## config.mk

```make
export PLATFORM = sky130hd
export DESIGN_NAME = ip_uart_rx_inst_flat
export DESIGN_NICKNAME = d
export VERILOG_FILES = /design/src/rtl/ip_uart_rx_inst_if.sv /design/src/rtl/ip_uart_rx_inst.sv /design/src/flat_wrapper.sv
export SDC_FILE = /design/constraint.sdc
export NUM_CORES = 1
export LEC_CHECK = 0
export BUFFER_PORTS_ARGS = -buffer_cell sky130_fd_sc_hd__buf_2
export CAP_MARGIN = 0
export CORE_MARGIN = 8
export CORE_UTILIZATION = 25
export DETAILED_ROUTE_END_ITERATION = 8
export SYNTH_ARGS = -nofsm -noshare
export SYNTH_HDL_FRONTEND = slang
export SYNTH_SLANG_ARGS = --single-unit
```

## constraint.sdc

```tcl
create_clock -name clk -period 7.98 [get_ports clk]
set_input_delay 0.399 -clock clk [delete_from_list [all_inputs] [get_ports clk]]
set_output_delay 0.399 -clock clk [all_outputs]
set_load 0.005 [all_outputs]
```

## src/rtl/ip_uart_rx_inst_if.sv

```systemverilog
// I/O bus bundle shared by the UART TX and RX blocks: address/command from the CPU side,
// ready and registered read data from the peripheral side.
interface ip_uart_rx_inst_if;
    logic [7:0] bus_address;
    logic       bus_ioreq;
    logic       bus_write;
    logic       bus_valid;
    logic       bus_ready;
    logic [7:0] bus_wdata;
    logic [7:0] bus_rdata;
    logic       bus_rdata_en;

    modport master (
        output bus_address, bus_ioreq, bus_write, bus_valid, bus_wdata,
        input  bus_ready, bus_rdata, bus_rdata_en
    );

    modport slave (
        input  bus_address, bus_ioreq, bus_write, bus_valid, bus_wdata,
        output bus_ready, bus_rdata, bus_rdata_en
    );
endinterface

```

## src/rtl/ip_uart_rx_inst.sv

```systemverilog
// 8N1 UART receiver with an 8-entry receive FIFO, read through a data port (pops) and a
// status port (clears error flags) on the shared I/O bus.
module ip_uart_rx_inst #(
    parameter int clk_freq  = 27000000,
    parameter int uart_freq = 115200
) (
    input  logic                 clk,
    input  logic                 reset_n,
    ip_uart_rx_inst_if.slave     bus,
    input  logic                 uart_rx
);

    localparam int          c_div       = clk_freq / uart_freq;
    localparam int          c_half      = c_div / 2;
    localparam logic [15:0] c_div_m1    = 16'(c_div - 1);
    localparam logic [15:0] c_half_m1   = 16'(c_half - 1);
    localparam logic [7:0]  c_data_port = 8'h11;
    localparam logic [7:0]  c_stat_port = 8'h12;

    typedef enum logic [1:0] {
        st_idle  = 2'd0,
        st_start = 2'd1,
        st_data  = 2'd2,
        st_stop  = 2'd3
    } state_t;

    logic        sync1_r, sync2_r, sync3_r;
    logic        start_s;
    state_t      state_r, state_s;
    logic [15:0] cnt_r, cnt_s;
    logic [2:0]  idx_r, idx_s;
    logic [7:0]  shreg_r, shreg_s;
    logic        push_s, frame_err_s;

    logic [7:0]  mem_r [0:7];
    logic [2:0]  wr_ptr_r, rd_ptr_r;
    logic [3:0]  count_r;
    logic        overrun_r, frame_r;
    logic        empty_s, full_s, pop_s, push_ok_s, overrun_set_s;
    logic        w_dec_s, rd_acc_s, rd_data_s, rd_stat_s;
    logic [7:0]  status_s;
    logic [7:0]  rdata_r;
    logic        rdata_en_r;
    logic        unused_s;

    assign unused_s = ^bus.bus_wdata;

    // Two-stage synchronizer plus edge register on the serial input
    always_ff @(posedge clk) begin
        if (!reset_n) begin
            sync1_r <= 1'b1;
            sync2_r <= 1'b1;
            sync3_r <= 1'b1;
        end else begin
            sync1_r <= uart_rx;
            sync2_r <= sync1_r;
            sync3_r <= sync2_r;
        end
    end

    assign start_s = sync3_r & ~sync2_r;

    // Receiver state, bit timer, bit index and shift register
    always_ff @(posedge clk) begin
        if (!reset_n) begin
            state_r <= st_idle;
            cnt_r   <= 16'd0;
            idx_r   <= 3'd0;
            shreg_r <= 8'h00;
        end else begin
            state_r <= state_s;
            cnt_r   <= cnt_s;
            idx_r   <= idx_s;
            shreg_r <= shreg_s;
        end
    end

    // Next-state logic; a sample is taken whenever the bit timer reaches zero
    always_comb begin
        state_s     = state_r;
        cnt_s       = cnt_r;
        idx_s       = idx_r;
        shreg_s     = shreg_r;
        push_s      = 1'b0;
        frame_err_s = 1'b0;
        case (state_r)
            st_idle: begin
                if (start_s) begin
                    cnt_s   = c_half_m1;
                    state_s = st_start;
                end else begin
                    state_s = st_idle;
                end
            end
            st_start: begin
                if (cnt_r == 16'd0) begin
                    if (!sync2_r) begin
                        cnt_s   = c_div_m1;
                        idx_s   = 3'd0;
                        state_s = st_data;
                    end else begin
                        state_s = st_idle;
                    end
                end else begin
                    cnt_s = cnt_r - 16'd1;
                end
            end
            st_data: begin
                if (cnt_r == 16'd0) begin
                    shreg_s = {sync2_r, shreg_r[7:1]};
                    cnt_s   = c_div_m1;
                    idx_s   = idx_r + 3'd1;
                    if (idx_r == 3'd7) begin
                        state_s = st_stop;
                    end else begin
                        state_s = st_data;
                    end
                end else begin
                    cnt_s = cnt_r - 16'd1;
                end
            end
            st_stop: begin
                if (cnt_r == 16'd0) begin
                    if (sync2_r) begin
                        push_s = 1'b1;
                    end else begin
                        frame_err_s = 1'b1;
                    end
                    state_s = st_idle;
                end else begin
                    cnt_s = cnt_r - 16'd1;
                end
            end
            default: begin
                state_s = st_idle;
            end
        endcase
    end

    assign w_dec_s   = bus.bus_ioreq &&
                       ((bus.bus_address == c_data_port) || (bus.bus_address == c_stat_port));
    assign rd_acc_s  = w_dec_s && bus.bus_valid && !bus.bus_write;
    assign rd_data_s = rd_acc_s && (bus.bus_address == c_data_port);
    assign rd_stat_s = rd_acc_s && (bus.bus_address == c_stat_port);

    assign empty_s       = (count_r == 4'd0);
    assign full_s        = (count_r == 4'd8);
    assign pop_s         = rd_data_s && !empty_s;
    // A pop in the same cycle frees the head slot, so a push into a full FIFO still fits
    assign push_ok_s     = push_s && (!full_s || pop_s);
    assign overrun_set_s = push_s && full_s && !pop_s;
    assign status_s      = {count_r, frame_r, overrun_r, full_s, !empty_s};

    // FIFO storage; not reset, contents are qualified by count
    always_ff @(posedge clk) begin
        if (push_ok_s) begin
            mem_r[wr_ptr_r] <= shreg_r;
        end else begin
            mem_r[wr_ptr_r] <= mem_r[wr_ptr_r];
        end
    end

    // FIFO pointers and occupancy
    always_ff @(posedge clk) begin
        if (!reset_n) begin
            wr_ptr_r <= 3'd0;
            rd_ptr_r <= 3'd0;
            count_r  <= 4'd0;
        end else begin
            wr_ptr_r <= push_ok_s ? wr_ptr_r + 3'd1 : wr_ptr_r;
            rd_ptr_r <= pop_s ? rd_ptr_r + 3'd1 : rd_ptr_r;
            case ({push_ok_s, pop_s})
                2'b10:   count_r <= count_r + 4'd1;
                2'b01:   count_r <= count_r - 4'd1;
                default: count_r <= count_r;
            endcase
        end
    end

    // Sticky error flags: a new error in the same cycle as a status read wins
    always_ff @(posedge clk) begin
        if (!reset_n) begin
            overrun_r <= 1'b0;
            frame_r   <= 1'b0;
        end else begin
            overrun_r <= overrun_set_s ? 1'b1 : (rd_stat_s ? 1'b0 : overrun_r);
            frame_r   <= frame_err_s   ? 1'b1 : (rd_stat_s ? 1'b0 : frame_r);
        end
    end

    // Registered read data, valid the cycle after the read is accepted
    always_ff @(posedge clk) begin
        if (!reset_n) begin
            rdata_r    <= 8'h00;
            rdata_en_r <= 1'b0;
        end else if (rd_data_s) begin
            rdata_r    <= empty_s ? 8'h00 : mem_r[rd_ptr_r];
            rdata_en_r <= 1'b1;
        end else if (rd_stat_s) begin
            rdata_r    <= status_s;
            rdata_en_r <= 1'b1;
        end else begin
            rdata_r    <= 8'h00;
            rdata_en_r <= 1'b0;
        end
    end

    assign bus.bus_ready    = w_dec_s;
    assign bus.bus_rdata    = rdata_r;
    assign bus.bus_rdata_en = rdata_en_r;

endmodule

```

## src/flat_wrapper.sv

```systemverilog
// flat-port wrapper written by rule: the top's interface ports become plain ports
module ip_uart_rx_inst_flat 
#(
    parameter int clk_freq  = 27000000,
    parameter int uart_freq = 115200
)
  (clk, reset_n, uart_rx, bus_bus_address, bus_bus_ioreq, bus_bus_write, bus_bus_valid, bus_bus_wdata, bus_bus_ready, bus_bus_rdata, bus_bus_rdata_en);
  ip_uart_rx_inst_if bus_i ();
  input  logic clk;
  input  logic reset_n;
  input  logic uart_rx;
  input wire logic [$bits(bus_i.bus_address)-1:0] bus_bus_address;
  input wire logic [$bits(bus_i.bus_ioreq)-1:0] bus_bus_ioreq;
  input wire logic [$bits(bus_i.bus_write)-1:0] bus_bus_write;
  input wire logic [$bits(bus_i.bus_valid)-1:0] bus_bus_valid;
  input wire logic [$bits(bus_i.bus_wdata)-1:0] bus_bus_wdata;
  output wire logic [$bits(bus_i.bus_ready)-1:0] bus_bus_ready;
  output wire logic [$bits(bus_i.bus_rdata)-1:0] bus_bus_rdata;
  output wire logic [$bits(bus_i.bus_rdata_en)-1:0] bus_bus_rdata_en;
  assign bus_i.bus_address = bus_bus_address;
  assign bus_i.bus_ioreq = bus_bus_ioreq;
  assign bus_i.bus_write = bus_bus_write;
  assign bus_i.bus_valid = bus_bus_valid;
  assign bus_i.bus_wdata = bus_bus_wdata;
  assign bus_bus_ready = bus_i.bus_ready;
  assign bus_bus_rdata = bus_i.bus_rdata;
  assign bus_bus_rdata_en = bus_i.bus_rdata_en;
  ip_uart_rx_inst #(.clk_freq(clk_freq), .uart_freq(uart_freq)) u_core (.clk(clk), .reset_n(reset_n), .bus(bus_i), .uart_rx(uart_rx));
endmodule
```

Word level (Yosys, flattened, before mapping)
Memories as Yosys holds them, arrays and structs flattened. A register that Yosys moved wholly into a read port is not among the register bits.
Index checks and enable logic that the tools add are counted.
{ "classes": {"add_sub_neg": 6, "n_eq_ne": 17, "muxes": 38, "bitwise": 3, "reduce_logical": 27} }
{ "ops": {"columns": ["op", "n"], "rows": [
  ["two-way mux 16 bit", 5],
  ["case mux 16 bit (4 select lines)", 1],
  ["two-way mux 8 bit", 4],
  ["== test 8 x 5 -> 1 bit, second input constant", 2],
  ["zero test 16 bit", 1],
  ["two-way mux 1 bit", 16],
  ["subtractor 16 x 1 -> 16 bit, second input constant", 1],
  ["two-way mux 3 bit", 5],
  ["adder 3 x 1 -> 3 bit, second input constant", 3],
  ["logical AND 1 bit", 9],
  ["two-way mux 2 bit", 4],
  ["inequality test 2 x 1 -> 1 bit, second input constant", 4],
  ["case mux 2 bit (4 select lines)", 1],
  ["case mux 4 bit (2 select lines)", 1],
  ["nonzero test 2 bit", 4],
  ["== test 2 bit, second input constant", 3],
  ["case mux 3 bit (2 select lines)", 1],
  ["AND reduction 3 bit", 2],
  ["adder 4 x 1 -> 4 bit, second input constant", 1],
  ["== test 2 x 1 -> 1 bit, second input constant", 2],
  ["== test 4 bit, second input constant", 1],
  ["zero test 1 bit", 4],
  ["zero test 4 bit", 1],
  ["inequality test 2 bit, second input constant", 2],
  ["other kinds (11)", 13]
]} }
{ "word_totals": {"register_bits": 53, "ram_bits": 64, "mem_count": 1} }
{ "memory_table": {"columns": ["memory", "depth", "word_bits", "read_ports", "rd_clocked_by_memory_dff", "wr", "line", "source"], "rows": [
  ["u_core.mem_r", 8, 8, 1, 1, 1, "ip_uart_rx_inst.sv:35", "logic [7:0] mem_r [0:7];"]
]} }

Longest topological paths before layout
{ "depth": {"word_depth": 12, "ltp_mapped": 11} }

Worst setup path after synthesis
Ideal clock, no wire load.
{ "synth_path": {"kind": "input to register", "start": "input bus_bus_address[5]", "end": "memory u_core.mem_r[0][0], enable pin", "setup_time_ps": 395, "arrival_ps": 2680, "setup_slack_ps": 4905, "cell_stages": 5, "path_buffers": 0, "path_cell_list": "or4b_1 -> nor4_1 -> or2_2 -> nand2_1 -> nor4_1"} }
{ "synth_via": {"elab_chain_len": 12, "elab_cells_between_ends": 15, "cone_classes": "eq/ne (2); mux (3); bitwise (1); reduce/logical (9)"} }
{ "synth_rtl": {"columns": ["element", "line", "source"], "rows": [
  ["start, declared", "flat_wrapper.sv:12", "input wire logic [$bits(bus_i.bus_address)-1:0] bus_bus_address;"],
  ["== test 8 x 5 -> 1 bit (on tied branches)", "ip_uart_rx_inst.sv:141, ip_uart_rx_inst.sv:143", null],
  ["logical OR 1 bit", "ip_uart_rx_inst.sv:141", "((bus.bus_address == c_data_port) || (bus.bus_address == c_stat_port));"],
  ["logical AND 1 bit", "ip_uart_rx_inst.sv:140", "assign w_dec_s = bus.bus_ioreq &&"],
  ["logical AND 1 bit (2 in series)", "ip_uart_rx_inst.sv:142", "assign rd_acc_s = w_dec_s && bus.bus_valid && !bus.bus_write;"],
  ["logical AND 1 bit *", "ip_uart_rx_inst.sv:143", "assign rd_data_s = rd_acc_s && (bus.bus_address == c_data_port);"],
  ["logical AND 1 bit *", "ip_uart_rx_inst.sv:148", "assign pop_s = rd_data_s && !empty_s;"],
  ["logical OR 1 bit *", "ip_uart_rx_inst.sv:150", "assign push_ok_s = push_s && (!full_s || pop_s);"],
  ["logical AND 1 bit *", "ip_uart_rx_inst.sv:150", null],
  ["two-way mux 1 bit (on tied branches)", "ip_uart_rx_inst.sv:156, ip_uart_rx_inst.sv:159", null],
  ["two-way mux 1 bit (not written as such) / AND reduction 2 bit (equally long branches)", null, null],
  ["bitwise OR 1 bit (no source line) *", null, null],
  ["end, declared", "ip_uart_rx_inst.sv:35", null]
]} }
Mark *: on every way between the ends. The rest lies on a longest branch, timed or not.

Worst setup path after layout
{ "layout_path": {"start": "register u_core.cnt_r[6]", "end": "memory u_core.mem_r[5][4], enable pin"} }
{ "layout_via": {"elab_chain_len": 7, "elab_cells_between_ends": 9, "cone_classes": "mux (5); bitwise (1); reduce/logical (3)"} }
{ "layout_rtl": {"columns": ["element", "line", "source"], "rows": [
  ["start, declared", "ip_uart_rx_inst.sv:30", "logic [15:0] cnt_r, cnt_s;"],
  ["start signal, assigned", "ip_uart_rx_inst.sv:72", "cnt_r <= cnt_s;"],
  ["zero test 16 bit *", "ip_uart_rx_inst.sv:123", "if (cnt_r == 16'd0) begin"],
  ["two-way mux 1 bit *", "ip_uart_rx_inst.sv:123", null],
  ["two-way mux 1 bit *", "ip_uart_rx_inst.sv:86", "case (state_r)"],
  ["logical AND 1 bit *", "ip_uart_rx_inst.sv:150", null],
  ["two-way mux 1 bit (on tied branches)", "ip_uart_rx_inst.sv:156, ip_uart_rx_inst.sv:159", null],
  ["two-way mux 1 bit (not written as such) / AND reduction 2 bit (equally long branches)", null, null],
  ["bitwise OR 1 bit (no source line) *", null, null]
]} }
Marks and branches as above.

==> run metrics <==
status finished clean; final wirelength 11,000 um; critical path capture point type flip-flop; Multi-input gate area 2080 sq um; hold path depth 2; CP Data Required Time 8010 ps; largest family of logic cells by synthesized area simple AND/OR/NAND/NOR gates; IO buf count 23; CP cell instances or4_4 -> or3_1 -> nor3_2 -> nand3_1 -> nor2_1; R2R cell count 5; drt drc 0; worst setup margin 4760 ps; Mapped Area around 5200 sq um; Syn Inst Count 428; Hold Fails Final Rpt 0; post-synthesis compound-gate area fraction about 7.3%; Arr. time, crit path between 3000 and 4000 ps; Die ar. 25,800 sq um; Initial DRC Count 238; register area share after synthesis between 50% and 60%; Max Cap Viol 0; worst-case clock skew 18.5 ps; mux cell area share after synthesis ~11%; Post-Syn Nets 461; CP Class flip-flop to flip-flop; Worst IR Drop VDD 0.000129 V; CTS tree done; clock root cell clkbuf_16; Critical Path Start Type flip-flop; fin crit period 3220 ps; Horiz. Die Dim 161 um; GRT Resource Usage Total 8.72%; fin crit share 40.4%; total CTS buffers 17; Critical Path Fanout Max 10; vias in the first global route 3,499; insertion delay to the later sink of the worst-skew pair 420 ps; Fill cells 2,064; number of detailed-route iterations in the first pass 5; Yosys Warn Count 0; Starting Density 25.2%; Clock H-tree levels 4; Min Hold Slack 182 ps; share of cells above drive strength 1 20.2%; core area about 21,000 sq um; setup_tns 0 ps; site row count between 50 and 60; area grow syn2layout 18.7%; Least-Margin Pin Slew just over 900 ps; Detailed Place HPWL 7470 um; grt ovf 0; IO Pins 32; # hold bufs at CTS 0; Post-CTS Setup Inserts 0; diode count 0; Final Max Slew Viols 0; ys flop type edfxtp_1; clk sinks 120; leakage 0.00215 uW; Final setup viols 0; Worst slew margin 37.4%; CP max stage delay 760 ps; largest net degree at the start of global routing 29; Die Ht 161 um; gpl congestion 0.808; Synth Area in Adders between 2 and 3%; CTS resizes 0; pre-CTS setup slack 4650 ps; Wirelength per Cell 14.8 um; Post-DRT Antenna Nets 0; first-pass GRT wire length 18,000 um; CTS max path bufs 2; initial antenna violation count 0; number of synthesized flops with an enable pin between 60 and 70; Mean Syn Cell Area 12.2 sq um; clk slew on worst S/H paths 60 ps; FF/Latch Area around 3000 sq um; Post-Synth XOR/XNOR Area 1.85%; Vias/cell 4.69; RSZ-0062 raised after global routing no; ys async rst share 0%; Hold Crit Class primary input to flip-flop; fin nets 491; Unique masters post-synth 56; Yosys reg bits 120; Cell Pwr Density 241 nW/um^2; Worst path slowest cell nor2_1; fmax 0.311 GHz; Synth Area in Simple Gates 16.9%; via count 3,496
## flip-flops by register name (all words and copies together), names as in the netlist, named ones only
name	cells
u_core.bus.bus_rdata	8
u_core.bus.bus_rdata_en	1
u_core.cnt_r	16
u_core.count_r	4
u_core.frame_r	1
u_core.idx_r	3
u_core.mem_r	64
u_core.overrun_r	1
u_core.rd_ptr_r	3
u_core.shreg_r	8
u_core.state_r	1
u_core.sync1_r	1
u_core.sync2_r	1
u_core.sync3_r	1
u_core.wr_ptr_r	3
## cell usage after synthesis (2+ instances only)
library cell | number | area, sq um
edfxtp_1 | 64 | 1920
dfxtp_1 | 56 | 1120
nand2_1 | 44 | 165
nor2_1 | 39 | 146
a21oi_1 | 21 | 105
mux4_2 | 16 | 360
nor3_1 | 16 | 80.1
clkbuf_1 | 14 | 52.6
mux2i_1 | 14 | 140
nand2b_1 | 12 | 75.1
ha_1 | 11 | 138
xor2_1 | 8 | 70.1
a22oi_1 | 7 | 52.6
mux2_2 | 7 | 78.8
nand3_1 | 7 | 35.0
inv_1 | 6 | 22.5
nand4_1 | 6 | 37.5
nor4_1 | 5 | 31.3
or2_2 | 5 | 31.3
a211oi_1 | 4 | 30.0
and2_1 | 4 | 25.0
o21ai_0 | 4 | 20.0
or4_1 | 4 | 30.0
a32o_1 | 3 | 30.0
and3_1 | 3 | 18.8
nor2b_1 | 3 | 18.8
nor3_2 | 3 | 30.0
o31ai_1 | 3 | 22.5
or3_1 | 3 | 18.8
xnor2_1 | 3 | 26.3
a2111oi_0 | 2 | 17.5
a21o_1 | 2 | 15.0
a31oi_1 | 2 | 12.5
buf_1 | 2 | 7.51
nor3b_1 | 2 | 15.0
nor4b_1 | 2 | 17.5
or3b_2 | 2 | 17.5
## path summary, 6_finish.rpt
kind / startpoint / endpoint / slack, ps
worst max-delay path: u_core.cnt_r[6]$_SDFFE_PN0P_ / u_core.mem_r[5][4]$_DFFE_PP_ / 4760
worst min-delay path: uart_rx / u_core.sync1_r$_SDFF_PN1_ / 180
worst max register to register: u_core.cnt_r[6]$_SDFFE_PN0P_ / u_core.mem_r[5][4]$_DFFE_PP_ / 4760
worst min register to register: u_core.sync1_r$_SDFF_PN1_ / u_core.sync2_r$_SDFF_PN1_ / 410
## critical path: cells and delay by family, from the launching register on
kind	cells	cell delay, ps
AND/OR/NAND/NOR	5	2470
flip-flops	1	370
## layout make-up
cell class / instances / area share, %
well taps: 275 / 5.55
inverters: 7 / 0.424
repair buffers: 29 / 2.58
multi-input cells: 283 / 33.5
clock inverters: 11 / 1.61
flip-flops and latches: 120 / 49.1
clock buffers: 21 / 7.27
## logic make-up (layout without fill, tap and decap cells)
family	Yosys count	in the layout
simple gates	168	168
flops	120	120
compound gates	56	56
mux	37	37
buf+inv	25	68
fa+ha+maj	11	11
xor+xnor	11	11
## where the power goes
part	internal, uW	leakage, uW	switching (uW)
Clock	435	0.000259	279
Sequential	653	0.00105	11.0
Combinational	39.1	0.000843	74.8
## stage by stage
stage               area, sq um  utilization (%)  total power, uW  std cells
floorplan                  5220                -              766        428
global placement           5650             27.2              784        714
detailed placement         5650             27.2              788        714
CTS                        6200             29.9             1500        746
global route               6200             29.9             1540        746
finish                     6200             29.9             1490        746
## cell usage in the layout, fill, tap and decap left out, drive strengths merged, types with 7 or more instances in the layout
master	n
nor3	20
clkbuf	21
nand2b	12
ha	11
edfxtp	64
nand2	44
nor2	39
mux4	16
dfxtp	56
mux2	7
mux2i	14
a22oi	8
xor2	8
a21oi	21
nand3	7
inv	8
buf	29
## metal layers
layer  wire [um]  global-route usage, %
met1        4770                   9.99
met2        5610                   15.1
met3         577                   2.84
met4          84                   2.80
met5           0                      0
(Power assumes the default switching activity.)
